--- config.mk ---
export PLATFORM = sky130hd
export DESIGN_NAME = viterbi_lifo_reorder_wifi
export DESIGN_NICKNAME = d
export VERILOG_FILES = /design/src/rtl/wifi_phy_defs_pkg.sv /design/src/rtl/reorder_dpram.sv /design/src/rtl/viterbi_lifo_reorder_wifi.sv
export SDC_FILE = /design/constraint.sdc
export NUM_CORES = 1
export LEC_CHECK = 0
export ABC_AREA = 1
export BUFFER_PORTS_ARGS = -buffer_cell sky130_fd_sc_hd__buf_2
export CORE_UTILIZATION = 50
export CTS_CLUSTER_DIAMETER = 60
export DETAILED_ROUTE_END_ITERATION = 8
export GPL_TIMING_DRIVEN = 1
export PLACE_DENSITY = 0.66
export SLEW_MARGIN = 15
export SYNTH_ARGS = -nofsm -noshare
export SYNTH_HDL_FRONTEND = slang
export SYNTH_HIERARCHICAL = 1
export SYNTH_SLANG_ARGS = --single-unit
--- constraint.sdc ---
create_clock -name clk -period 2.8 [get_ports clk]
set_input_delay 0.14 -clock clk [delete_from_list [all_inputs] [get_ports clk]]
set_output_delay 0.14 -clock clk [all_outputs]
set_load 0.01 [all_outputs]
--- src/rtl/wifi_phy_defs_pkg.sv ---
// wifi_phy_defs: shared traceback sizing and reorder read-FSM encodings for the WiFi Viterbi path.
package wifi_phy_defs;
    localparam int TB_DEPTH = 64;
    localparam int TB_AW = 6;
    typedef enum logic [1:0] {
        RD_IDLE   = 2'd0,
        RD_FETCH  = 2'd1,
        RD_STREAM = 2'd2
    } rd_state_t;
endpackage

--- src/rtl/reorder_dpram.sv ---
// reorder_dpram: 2*DEPTH x 1 simple dual-port RAM, sync write, sync read with read enable.
// Address is {bank, ptr}; rdata holds its value while re is low.
module reorder_dpram #(
    parameter int AW = 6
) (
    input  logic          clk,
    input  logic          we,
    input  logic [AW:0]   waddr,
    input  logic          wdata,
    input  logic          re,
    input  logic [AW:0]   raddr,
    output logic          rdata
);
    logic mem [2**(AW+1)];
    always_ff @(posedge clk) begin
        if (we) mem[waddr] <= wdata;
        if (re) rdata <= mem[raddr];
    end
endmodule

--- src/rtl/viterbi_lifo_reorder_wifi.sv ---
// viterbi_lifo_reorder_wifi: ping-pong buffers newest-first traceback blocks and streams them
// oldest-first over valid/ready; bits arriving while both banks are full are dropped.
module viterbi_lifo_reorder_wifi
    import wifi_phy_defs::*;
#(
    parameter int DEPTH = TB_DEPTH,
    parameter int AW = TB_AW
) (
    input  logic clk,
    input  logic reset,
    input  logic in_valid,
    input  logic in_data,
    input  logic out_ready,
    output logic out_valid,
    output logic out_data,
    output logic out_last,
    output logic overflow,
    output logic busy
);
    rd_state_t state, state_n;
    logic wr_bank, rd_bank, prev_valid;
    logic [AW:0] wr_cnt;
    logic [AW:0] len [2];
    logic [1:0] full, full_n;
    logic [AW-1:0] rd_ptr, rd_ptr_n, rd_addr;
    logic wr_en, close, accept, release_rd, re, rdata;

    assign wr_en = in_valid && !full[wr_bank];
    assign close = (prev_valid && !in_valid && wr_cnt != '0) || (wr_en && wr_cnt == (AW+1)'(DEPTH - 1));
    assign accept = (state == RD_STREAM) && out_ready;
    assign release_rd = accept && rd_ptr == '0;
    assign out_valid = (state == RD_STREAM);
    assign out_last = out_valid && rd_ptr == '0;
    assign out_data = out_valid && rdata;
    assign busy = (|full) || state != RD_IDLE;

    // Close and release always target different banks, so both may apply in one cycle.
    always_comb begin
        full_n = full;
        if (close) full_n[wr_bank] = 1'b1;
        if (release_rd) full_n[rd_bank] = 1'b0;
    end

    // Reads run one address ahead so an accepted bit is replaced without a bubble.
    always_comb begin
        state_n = state;
        rd_ptr_n = rd_ptr;
        rd_addr = rd_ptr;
        re = 1'b0;
        case (state)
            RD_IDLE: if (full[rd_bank]) begin
                state_n = RD_FETCH;
                rd_ptr_n = AW'(len[rd_bank] - 1'b1);
            end
            RD_FETCH: begin
                re = 1'b1;
                state_n = RD_STREAM;
            end
            RD_STREAM: if (accept) begin
                if (rd_ptr != '0) begin
                    re = 1'b1;
                    rd_addr = rd_ptr - 1'b1;
                    rd_ptr_n = rd_ptr - 1'b1;
                end else state_n = RD_IDLE;
            end
            default: state_n = RD_IDLE;
        endcase
    end

    always_ff @(posedge clk or negedge reset) begin
        if (!reset) begin
            state <= RD_IDLE;
            rd_ptr <= '0;
            rd_bank <= 1'b0;
            wr_bank <= 1'b0;
            wr_cnt <= '0;
            prev_valid <= 1'b0;
            full <= '0;
            len[0] <= '0;
            len[1] <= '0;
            overflow <= 1'b0;
        end else begin
            state <= state_n;
            rd_ptr <= rd_ptr_n;
            full <= full_n;
            prev_valid <= in_valid;
            if (in_valid && full[wr_bank]) overflow <= 1'b1;
            if (release_rd) rd_bank <= ~rd_bank;
            if (close) begin
                len[wr_bank] <= wr_en ? wr_cnt + 1'b1 : wr_cnt;
                wr_bank <= ~wr_bank;
                wr_cnt <= '0;
            end else if (wr_en) wr_cnt <= wr_cnt + 1'b1;
        end
    end

    reorder_dpram #(.AW(AW)) u_ram (
        .clk(clk),
        .we(wr_en),
        .waddr({wr_bank, wr_cnt[AW-1:0]}),
        .wdata(in_data),
        .re(re),
        .raddr({rd_bank, rd_addr}),
        .rdata(rdata)
    );
endmodule

# Word level (Yosys, flattened, before mapping)

Memories as Yosys holds them, arrays and structs flattened. A register that Yosys moved wholly into a read port is not among the register bits.
Cells that the tools add are included.

Magnitude comparators: 7
Bitwise logic cells: 7
Multiplexer cells: 32
Add/subtract/negate cells: 3
Reductions and logical operators: 25
Eq/ne operators: 6

Operators by type and width:

| operator              | number |
|---|---|
| $mux W6               | 7 |
| $mux W7               | 3 |
| $bwmux W14            | 1 |
| $logic_and A1 B1 Y1   | 12 |
| $pmux W6 S2           | 1 |
| $sub A6 B1 Y6 const B | 2 |
| $mux W1               | 10 |
| $mux W2               | 5 |
| $add A7 B1 Y7 const B | 1 |
| $demux W7 S1          | 1 |
| $eq A7 B6 Y1 const B  | 1 |
| $reduce_bool A7 Y1    | 1 |
| $logic_not A6 Y1      | 1 |
| $pmux W2 S3           | 1 |
| $reduce_bool A6 Y1    | 1 |
| $ge A2 B2 Y1 const B  | 2 |
| $lt A1 B2 Y1 const B  | 2 |
| $ne A2 B2 Y1 const B  | 2 |
| $not A1 Y2            | 2 |
| $reduce_bool A2 Y1    | 2 |
| $reduce_and A3 Y1     | 1 |
| $and A2 B2 Y2         | 1 |
| $demux W1 S1          | 2 |
| $eq A2 B1 Y1 const B  | 1 |
| other kinds (13)      | 17 |

Output and inout port bits: 5
Bits of input ports: 5
Register bits after elaboration: 35
Memories kept: 1
RAM bits: 128

Memories:

| memory    | words | width | read ports | clocked after Yosys merged registers in | write ports | RTL line            | text |
|---|---|---|---|---|---|---|---|
| u_ram.mem | 128   | 1     | 1          | 1                                       | 1           | reorder_dpram.sv:14 | `logic mem [2**(AW+1)];` |

# Logic depth before layout (Yosys ltp)

Gate-level depths: netlist (run 1).

Depth after elaboration: 9
Gate-level depth with buffers: 20
Mapped depth without buffers: 18

# Hierarchy

The synthesis (run 1) kept the hierarchy.

Modules (own cells, without submodules):

| module                    | instances | cells an instance | area an instance (um2) |
|---|---|---|---|
| reorder_dpram             | 1         | 620               | 5936.9 |
| viterbi_lifo_reorder_wifi | 1         | 252               | 1954.4 |

# Least setup slack after synthesis (run 1)

No wires, ideal clock.

Kind: reg2reg
Start point: register state[0]
End point: register u_ram.rdata (read register of u_ram.mem), data pin
Period minus slack after synthesis: 2.648 ns
Buffers on the path: 3
Cell stages (with the launch flop): 19
Data arrival time: 2.396 ns
Data required time: 2.548 ns
Slack: 0.152 ns
Cells stage by stage: dfrtp_1 > inv_1 > ha_1 > clkbuf_1 > inv_1 > nor2_1 > o21ai_0 > o21ai_0 > buf_2 > inv_1 > buf_2 > nand3_1 > nand3_1 > nand2_1 > nand2_1 > nand3_1 > nand2_1 > nand2_1 > nand2_1

Longest elaborated chain between the ends: 4

RTL lines:

| item                   | RTL line                        | text |
|---|---|---|
| start, declared        | viterbi_lifo_reorder_wifi.sv:20 | `rd_state_t state, state_n;` |
| start signal, assigned | viterbi_lifo_reorder_wifi.sv:83 | `state <= state_n;` |
| $eq A2 B2 Y1 (*)       | --                              |  |
| via out_valid          | viterbi_lifo_reorder_wifi.sv:14 | `output logic out_valid,` |
| $logic_and A1 B1 Y1    | viterbi_lifo_reorder_wifi.sv:30 | `assign accept = (state == RD_STREAM) && out_ready;` |
| $mux W6                | viterbi_lifo_reorder_wifi.sv:59 | `RD_STREAM: if (accept) begin` |
| $mux W6 (*)            | viterbi_lifo_reorder_wifi.sv:50 | `case (state)` |
| via rd_addr[2]         | viterbi_lifo_reorder_wifi.sv:25 | `logic [AW-1:0] rd_ptr, rd_ptr_n, rd_addr;` |
| end, declared          | reorder_dpram.sv:12             | `output logic rdata` |

Mark *: on every way through the listed nets, which the timed path passes. The rest lies on a longest branch.
A chain may end at the register's enable or synchronous reset.

# Final worst setup path (run 1)

Start point: register state[0]
End point: register u_ram.rdata (read register of u_ram.mem), data pin

Longest elaborated chain between the ends: 4

RTL lines:

| item                | RTL line |
|---|---|
| $eq A2 B2 Y1 (*)    | viterbi_lifo_reorder_wifi.sv:30, viterbi_lifo_reorder_wifi.sv:50 |
| $logic_and A1 B1 Y1 | viterbi_lifo_reorder_wifi.sv:30 |
| $mux W6             | viterbi_lifo_reorder_wifi.sv:59 |
| $mux W6 (*)         | viterbi_lifo_reorder_wifi.sv:50 |
| via rd_addr[0]      | viterbi_lifo_reorder_wifi.sv:25 |

Marked as above.

==> summary.txt, run 1 <==
Finish
  – Storage element area: 0.00470 mm²
  – Area grow syn2layout: 13.0%
  – Area taken by multi-input logic gates: 0.00279 mm²
  – Most common cell after layout, fill and taps aside: nand2_1
  – Post-route insts no fill: 1109
  – # diodes: 0
  – Commonest non-fill, non-tap cells in the layout: nand2_1, nor2_1, nand3_1, edfxtp_1, inv_1
  – Design area: 0.00891 mm²
  – Share of cells above drive strength 1: 9.24%
  – FILL cells: 1343
  – Fin nets: 899

Job
  – Max Cap Viol: 0

STA
  – Final Skew: 10.2 ps
  – Setup TNS: 0 ps
  – Worst setup margin: 134 ps
  – Fmax: 375 MHz
  – Final period util: 95.2%
  – Worst-margin pin slew: 896 ps
  – Hold Fails Final Rpt: 0
  – Worst slew margin: 39.6%
  – Final setup fails: 0
  – Fin. max-slew vios: 0
  – Min Tclk post-route: 2670 ps

Routing
  – Drt initial violations: 807
  – Via count: 6099
  – Vias per cell: 5.50
  – ANT nets after route: 0
  – DRC errors left: 0
  – Top Metal Used: met4
  – Met3 wire len: 1560 µm
  – Post-DR wirelength/cell: 17.2 µm
  – WL met2: 8860 µm
  – First-pass DRT Iterations: 5
  – Final wirelength: 19100 µm
  – M1 WL: 8250 µm

GRT
  – Initial antenna violation count: 0
  – First-pass GRT wire length: 30200 µm
  – Global route overflow: 0
  – Total Routing Usage GR: 24.7%
  – Largest net degree at the start of global routing: 76
  – Vias in the first global route: 5935

Place
  – Cells after DPL: 1072
  – HPWL Detailed: 11500 µm
  – IO buf count: 9
  – Setup slack after placement: 37.8 ps
  – GP Congestion: 0.847
  – Area after DPL: 0.00820 mm²

Clock network
  – Root buf cell: clkbuf_16
  – CTS H-Tree Depth: 4
  – CTS tree: done
  – CTS sink count: 162
  – Num CTS Buffers: 17
  – Clock Tree Buf Depth: 2
  – Clk pin slew, worst setup/hold paths: 70 ps
  – Clock Latency Late Sink: 430 ps

Yosys
  – Syn. warnings: 6
  – Post-synthesis cell type count: 33
  – Area leader, netlist: edfxtp_1
  – Cells after synthesis: 872
  – Syn Nets: 886
  – Synthesized area per cell: 9.05 µm²
  – Mapped Area: 0.00789 mm²
  – Largest cells by area after synthesis: edfxtp_1, nand2_1, dfrtp_1
  – Register area share after synthesis: 59.6%
  – Yosys reg bits: 162
  – Top-area cell type share of the netlist area: 49.1%

Floorplanning
  – Row Count: 45
  – Initial Utilization: 51.5%
  – Die Y: 128 µm
  – Die X: 128 µm
  – Die footprint: 0.0163 mm²
  – Ports: 10
  – Core ar.: 0.0153 mm²

Worst hold path
  – Hold WC Path Type: in -> reg
  – HP Start: in_data
  – Hold Crit Endpoint: u_ram/mem[80]
  – Hold Crit Depth: 1

Status
  – Status: complete, no violations

Worst setup path
  – Critical Path Fanout Max: 33
  – RR Startpoint: state[0]
  – Reg2Reg Depth: 18
  – Critical path class: reg -> reg
  – Crit start category: flop
  – Reg2reg setup slack: 130 ps
  – Worst Path Required: 2990 ps
  – WP data arrival: 2860 ps
  – CP Capture Type: flop
  – FF-to-FF End: u_ram/rdata

Power and ir drop
  – Leakage: 3.44 nW
  – Worst IR Drop VDD: 0.612 mV
  – Pwr Density: 1090 mW/mm²
  – Total power: 9.72 mW
-- registers in the layout (all words and copies together), names as in the netlist, 2 cells and up --
register,cells
rd_ptr,6
wr_cnt,7
full,2
len,12
state,2
u_ram/mem,128
-- repair_timing --
item                                    in CTS  in global routing
gates resized for setup                      0                 12
hold endpoints to repair                    35                  0
endpoints found under the setup margin       0                  1
setup buffers                                0                  1
hold buffers                                 2                  0
-- critical path: stages, from the launching register on --
cell	delay (ps)
dfrtp_1	400
inv_2	90
ha_2	200
nand2_2	80
inv_1	90
nand2_2	110
xor2_4	210
buf_4	170
buf_16	170
nand2_1	80
nand3_1	80
nand3_1	100
nand3_1	130
nand2_1	100
nand2_1	60
nand3_1	120
nand2_1	80
nand2_1	60
nand2_1	60
-- routing by layer --
metal	vias to the layer above	global-route usage, %
met5	-	0
met4	0	9.55
met1	2920	33.4
li1	2913	-
met2	233	39.0
met3	33	5.70
-- logic make-up after synthesis --
kind of cell               synth area share (%)
AOI/OAI and AO/OA                          2.90
xor gates and xnor gates                  0.999
adders and majority gates                  1.43
buffers and inverters                      5.58
DFF                                        59.6
muxes                                     0.127
and+or+nand+nor                            29.4
-- cells in the mapped netlist --
cell type	number
nand2_1	236
nand2_2	3
nand3_1	135
buf_1	2
mux2i_1	1
o21ai_0	17
o211ai_1	1
nor2_4	1
edfxtp_1	129
clkbuf_1	10
a21o_1	1
nand4_1	5
xnor2_1	1
buf_4	8
or2_2	1
a21oi_1	4
o21ai_1	7
nand2_4	1
buf_2	13
nor3_1	12
o21ai_2	5
ha_1	9
inv_1	58
buf_6	4
nor2_1	160
a21oi_2	1
a21boi_0	1
inv_2	2
nor2_8	1
xor2_1	8
a22oi_1	1
o22ai_1	1
dfrtp_1	33
-- how the worst max path moves through the flow --
stage,to,slack (ps),startpoint
after global routing,u_ram/rdata,-20,state[0]
final,u_ram/rdata,130,state[0]
after CTS,u_ram/rdata,0.5,state[0]
after floorplan,u_ram/rdata,150,state[0]
after detailed placement,u_ram/rdata,40,state[0]
after global placement,u_ram/rdata,100,state[0]
-- report_power, final --
group | switching [mW] | internal [mW] | leakage, nW
combinational | 2.84 | 1.47 | 1.58
clock | 0.983 | 1.41 | 0.288
sequential | 0.204 | 2.80 | 1.57
-- cell type report --
cell class	instances	share of cell area [%]
sequential	162	52.7
multi-input combinational	613	31.3
clock buffer	17	4.77
timing repair buffer	31	3.72
tap	211	2.96
inverter	60	2.55
clock inverter	15	2.02
-- through the flow --
step | utilization (%) | hold WS (ps)
after global placement | 53.5 | 235
after floorplan | - | -156
final | 58.2 | 28.4
after global routing | 58.2 | 28.1
after CTS | 57.6 | 10.3
after detailed placement | 53.5 | 250
(Power assumes the default switching activity.)
==> run 2, diff against run 1 <==
ABC_AREA = 0   (was 1)
==> run 2 against run 1 <==
Compared with the run above:
- the flow now finishes with violations (negative setup slack)
- worst hold slack gained 86 ps
- utilization grew 2.0 points
- final cell count shrank 24%
- via count shrank 18%
- routed wire length shrank 10%
- non-clock buffer count grew 41
- final area grew 2.3%
- worst setup slack lost 280 ps
- synthesized cell count shrank 33%
- sequential cell count is the same
- highest routed layer unchanged
==> summary.txt, run 2 <==
Yosys
  – Syn. warnings: 6
  – Main synth FF type: edfxtp_1
  – Register area share after synthesis: 60.9%
  – Synthesized area per cell: 13.3 µm²
  – Area leader, netlist: edfxtp_1
  – Most frequent cells after synthesis: nor2_1, edfxtp_1, dfrtp_1, mux4_2, nand2_1
  – Largest cells by area after synthesis: edfxtp_1, dfrtp_1, mux4_2
  – Top-area cell type share of the netlist area: 50.2%
  – Mapped Area: 0.00771 mm²
  – Post-synthesis cell type count: 61
  – Cells after synthesis: 581
  – Ys async rst share: 20.4%
  – Syn Nets: 595
  – Post-synth EDFFs: 129
  – Yosys reg bits: 162
  – Dominant cell by count in the synthesized netlist: nor2_1

Place
  – Setup slack after placement: -174 ps
  – IO buf count: 9
  – HPWL Detailed: 10900 µm
  – GP Congestion: 0.842
  – Area after DPL: 0.00838 mm²

Worst setup path
  – CP Capture Type: flop
  – WP data arrival: 3120 ps
  – Sequence of cells on the critical path: inv_2 > ha_4 > nor2b_4 > a21oi_4 > mux2i_4 > buf_12 > buf_6 > mux4_1 > mux2i_1 > mux2i_1 > a31oi_1 > nand4_1
  – Critical path origin: rd_ptr[1]
  – FF-to-FF End: u_ram/rdata
  – Critical Path Slowest Stage Cell: mux4_1
  – RR Startpoint: rd_ptr[1]
  – Top cell by count, worst path: mux2i_1
  – Critical path class: reg -> reg
  – Reg2reg setup slack: -150 ps
  – CP max stage delay: 590 ps
  – Worst Path Required: 2970 ps
  – Critical Path Fanout Max: 14
  – Reg2Reg Depth: 12
  – Crit start category: flop

Clock network
  – Clock Tree Buf Depth: 2
  – CTS sink count: 162
  – Num CTS Buffers: 17
  – Clock Latency Late Sink: 430 ps
  – Root buf cell: clkbuf_16
  – Clk pin slew, worst setup/hold paths: 60 ps
  – CTS H-Tree Depth: 4
  – CTS tree: done

Worst hold path
  – HP Start: out_ready
  – Hold Crit Depth: 3
  – Hold WC Path Type: in -> reg
  – Hold Crit Endpoint: full[1]

GRT
  – Vias in the first global route: 4927
  – First-pass GRT wire length: 26800 µm
  – Largest net degree at the start of global routing: 81
  – Global route overflow: 0
  – Total Routing Usage GR: 22.9%
  – Initial antenna violation count: 0

Finish
  – Area taken by multi-input logic gates: 0.00297 mm²
  – # diodes: 0
  – Most common cell after layout, fill and taps aside: nor2_1
  – Largest regs: u_ram/mem: 128 flops, len: 12 flops, wr_cnt: 7 flops
  – Design area: 0.00912 mm²
  – Biggest register: u_ram/mem
  – Max reg flops: 128
  – Share of cells above drive strength 1: 25.8%
  – Storage element area: 0.00470 mm²
  – Fin nets: 657
  – Area grow syn2layout: 18.2%
  – Commonest non-fill, non-tap cells in the layout: nor2_1, edfxtp_1, buf_4, dfrtp_1, mux4_2
  – FILL cells: 1148

STA
  – Fmax: 339 MHz
  – Worst-margin pin slew: 788 ps
  – Final period util: 105%
  – Min Tclk post-route: 2950 ps
  – Final setup fails: 1
  – RSZ-0062 raised after global routing: yes
  – Fin. max-slew vios: 0
  – Worst setup margin: -150 ps
  – Hold Fails Final Rpt: 0
  – Setup TNS: -150 ps
  – Worst slew margin: 47.3%
  – Final Skew: 14.7 ps

Floorplanning
  – Core ar.: 0.0151 mm²
  – Die footprint: 0.0159 mm²
  – Initial Utilization: 50.9%
  – Row Count: 45
  – Ports: 10
  – Die Y: 126 µm
  – Die X: 126 µm

Job
  – Max Cap Viol: 0

Routing
  – DRC errors left: 0
  – Vias per cell: 5.91
  – Via count: 4982
  – Post-DR wirelength/cell: 20.3 µm
  – First-pass DRT Iterations: 5
  – Final wirelength: 17100 µm
  – Drt initial violations: 530
  – ANT nets after route: 0

Power and ir drop
  – Pwr Density: 972 mW/mm²
  – Worst IR Drop VDD: 0.455 mV
  – Leakage: 3.18 nW

Status
  – Status: finished, violations left
  – Failing checks: negative setup slack
==> run 2: cell type report <==
class                           instances  share of cell area [%]
Clock inverter                         11                    1.25
Multi-Input combinational cell        379                    32.6
Sequential cell                       162                    51.5
Inverter                               11                   0.453
Timing Repair Buffer                   72                    6.79
Tap cell                              188                    2.58
Clock buffer                           20                    4.79
==> run 2: worst max-delay path by stage <==
stage                  endpoint  slack [ps]  depth (start not counted)
finish              u_ram/rdata        -150                         12
global placement    u_ram/rdata        -120                         10
floorplan           u_ram/rdata        -100                         11
detailed placement  u_ram/rdata        -170                         10
CTS                 u_ram/rdata        -190                         10
global route        u_ram/rdata        -260                         12
==> run 2: report_power, final <==
| group | switching, mW | internal [mW] | total [mW] |
|---|---|---|---|
| clock | 0.902 | 1.30 | 2.20 |
| sequential | 0.176 | 2.77 | 2.95 |
| combinational | 1.82 | 1.90 | 3.72 |
==> run 2: cell families (layout without fill, tap and decap cells) <==
kind of cell    after synthesis  count (layout)  share of synthesized area [%]
buf+inv                      40             114                           2.30
xor+xnor                     14              14                           1.59
flops                       162             162                           60.9
compound gates               39              39                           3.78
fa+ha+maj                     9               9                           1.46
simple gates                253             253                           15.4
mux                          64              64                           14.5
==> run 2: metal layers <==
metal / wire length (µm) / global-route usage [%]
met2: 8260 / 35.4
met4: 447 / 9.71
met1: 7490 / 32.0
met3: 899 / 4.16
met5: 0 / 0
==> run 2: through the flow <==
stage | hold slack [ps] | power [mW] | utilization [%] | std cells
2_1_floorplan | -156 | 5.18 | - | 581
3_3_place_gp | 232 | 6.29 | 55.3 | 801
3_5_place_dp | 261 | 6.36 | 55.3 | 801
4_1_cts | 100 | 8.57 | 59.1 | 834
5_1_grt | 112 | 9.31 | 60.2 | 843
6_report | 114 | 8.86 | 60.2 | 843
==> run 2: critical path: cells and delay by family, from the launching register on <==
family                   cells  cell delay, ps
flip-flops                   1             360
AO/OA/AOI/OAI                2             350
buffers and inverters        3             390
multiplexers                 4            1180
adder cells (fa/ha/maj)      1             150
AND/OR/NAND/NOR              2             240
==> run 2: timing repair <==
item / in CTS / in global routing
hold buffers: 2 / 0
setup endpoints to repair: 1 / 1
pin swaps: 0 / 2
endpoints found under the hold margin: 34 / 0
gates resized for setup: 0 / 14
gates cloned: 0 / 1
buffers inserted: 0 / 8
==> run 3, diff against run 2 <==
CORE_UTILIZATION = 30   (was 50)
PLACE_DENSITY = not set   (was 0.66)
clock period = 3.7 ns   (was 2.8 ns; I/O delays follow)
==> run 3 against run 2 <==
Compared with the run above:
- the run now ends clean
- worst setup slack improved by 500 ps
- sequential power is 23% lower
- final area decreased by 3.1%
- count of clock-buffer cells in the layout decreased by 2
- routed wire length is 2.5% lower
- non-clock buffer count down 40
- utilization down 25 points
==> summary.txt, run 3 (same netlist as run 2, synthesis figures left out) <==
Floorplanning
  – Die X: 162 µm
  – Row Count: 58
  – Core ar.: 0.0252 mm²
  – Die Y: 162 µm
  – Die footprint: 0.0264 mm²
  – Ports: 10
  – Initial Utilization: 30.6%

Power and ir drop
  – Sequential power share: 36.5%
  – Leakage: 2.97 nW
  – Clock network fraction of design power: 28.8%
  – Switching portion of total power: 32.5%
  – Switching Power: 2.01 mW
  – Combinational Power Share: 34.7%
  – Worst IR Drop VDD: 0.372 mV
  – Pwr Density: 699 mW/mm²
  – Total power: 6.18 mW
  – Cell internal pwr: 4.17 mW

Worst setup path
  – Levels on crit path: 10
  – CP max stage delay: 600 ps
  – Critical Path Sink: u_ram/rdata
  – Worst Path Required: 3860 ps
  – Critical path origin: rd_ptr[0]
  – Reg2reg setup slack: 350 ps
  – Kind of cell adding the most delay to the critical path: multiplexers
  – WP data arrival: 3510 ps
  – Critical Path Slowest Stage Cell: mux4_1
  – Critical path class: reg -> reg
  – Critical Path Fanout Max: 6
  – Reg2Reg Depth: 10
  – FF-to-FF End: u_ram/rdata
  – Sequence of cells on the critical path: inv_1 > ha_1 > nor2b_1 > a21oi_1 > mux2i_4 > mux4_1 > mux4_2 > and3b_1 > a31oi_1 > nand4_1
  – CP Capture Type: flop
  – RR Startpoint: rd_ptr[0]
  – Worst path bufs/invs: 1
  – Crit start category: flop

GRT
  – Global route overflow: 0
  – Vias in the first global route: 4624
  – Initial antenna violation count: 0
  – Largest net degree at the start of global routing: 129
  – First-pass GRT wire length: 26300 µm
  – Total Routing Usage GR: 13.2%

STA
  – Hold Fails Final Rpt: 0
  – Fin. max-slew vios: 0
  – Final period util: 90.6%
  – Worst slew margin: 25.5%
  – Setup TNS: 0 ps
  – RSZ-0062 raised after global routing: no
  – Final Skew: 10.4 ps
  – Fmax: 298 MHz
  – Final setup fails: 0
  – Worst-margin pin slew: 1120 ps
  – Min Tclk post-route: 3350 ps

Status
  – Status: complete, no violations

Clock network
  – Clock Latency Late Sink: 420 ps
  – Resize count post-CTS: 0
  – Clock Tree Buf Depth: 2
  – Num CTS Buffers: 17
  – CTS Hold Bufs: 2
  – CTS sink count: 162
  – CTS tree: done
  – Root buf cell: clkbuf_16
  – CTS H-Tree Depth: 4
  – # Post-CTS Setup Buffers: 0
  – Clk pin slew, worst setup/hold paths: 60 ps

Finish
  – Area grow syn2layout: 14.5%
  – Most common cell after layout, fill and taps aside: nor2_1
  – Largest regs: u_ram/mem: 128 flops, len: 12 flops, wr_cnt: 7 flops
  – # diodes: 0
  – Share of cells above drive strength 1: 17.7%
  – Commonest non-fill, non-tap cells in the layout: nor2_1, edfxtp_1, dfrtp_1, mux4_2, nand2_1
  – Max reg flops: 128
  – Fin nets: 617
  – Biggest register: u_ram/mem

Place
  – HPWL Detailed: 10300 µm
  – GP Congestion: 0.773
  – IO buf count: 9

Routing
  – ANT nets after route: 0
  – Vias per cell: 4.94
  – Final wirelength: 16700 µm
  – Post-DR wirelength/cell: 17.6 µm
  – DRC errors left: 0
  – Drt initial violations: 347
  – Via count: 4672
  – First-pass DRT Iterations: 4

Job
  – Max Cap Viol: 0

Worst hold path
  – Hold WC Path Type: in -> reg
  – HP Start: out_ready
## run 3: worst min path at each step
stage	to	slack, ps	cells past startpoint
3_3_place_gp	prev_valid	300	1
5_1_grt	full[1]	120	2
4_1_cts	full[1]	90	2
3_5_place_dp	overflow	310	1
6_report	full[1]	120	2
2_1_floorplan	full[0]	-110	0
## run 3: final cells by class
class                           count  area (µm²)
Fill cell                        2413       16300
Timing Repair Buffer               32         235
Multi-Input combinational cell    379        2860
Clock inverter                     14         161
Clock buffer                       18         429
Sequential cell                   162        4700
Inverter                           11        41.3
Tap cell                          330         413
## run 3: worst register-to-register path: stages (launching register included)
cell and delay [ps]:
dfrtp_1 400, inv_1 130, ha_1 220, nor2b_1 150
a21oi_1 320, mux2i_4 400, mux4_1 600, mux4_2 470
and3b_1 190, a31oi_1 130, nand4_1 90
## run 3: power by group through the flow
stage                     logic [mW]  clock network (mW)  registers [mW]
after global placement          2.14                   0            2.29
after global routing            2.34                1.87            2.28
after floorplan                 1.62                   0            2.24
after CTS                       2.17                1.81            2.26
final                           2.14                1.78            2.26
after detailed placement        2.16                   0            2.29
## run 3: routing by layer
metal | share of wire [%] | vias to the layer above | track usage (%)
met3 | 3.8 | 12 | 2.67
met2 | 49 | 104 | 21.8
met5 | 0 | - | 0
li1 | - | 2200 | -
met1 | 46 | 2356 | 17.6
met4 | 0.88 | 0 | 3.34
## run 3: stage by stage
step | hold slack, ps | worst slack, ps | cells | area [µm²] | utilization (%)
detailed placement | 306 | 365 | 912 | 8230 | 32.7
floorplan | -111 | 437 | 581 | 7710 | -
finish | 118 | 348 | 946 | 8840 | 35.1
global placement | 297 | 369 | 912 | 8230 | 32.7
global route | 116 | 171 | 946 | 8840 | 35.1
CTS | 93.0 | 339 | 946 | 8840 | 35.1
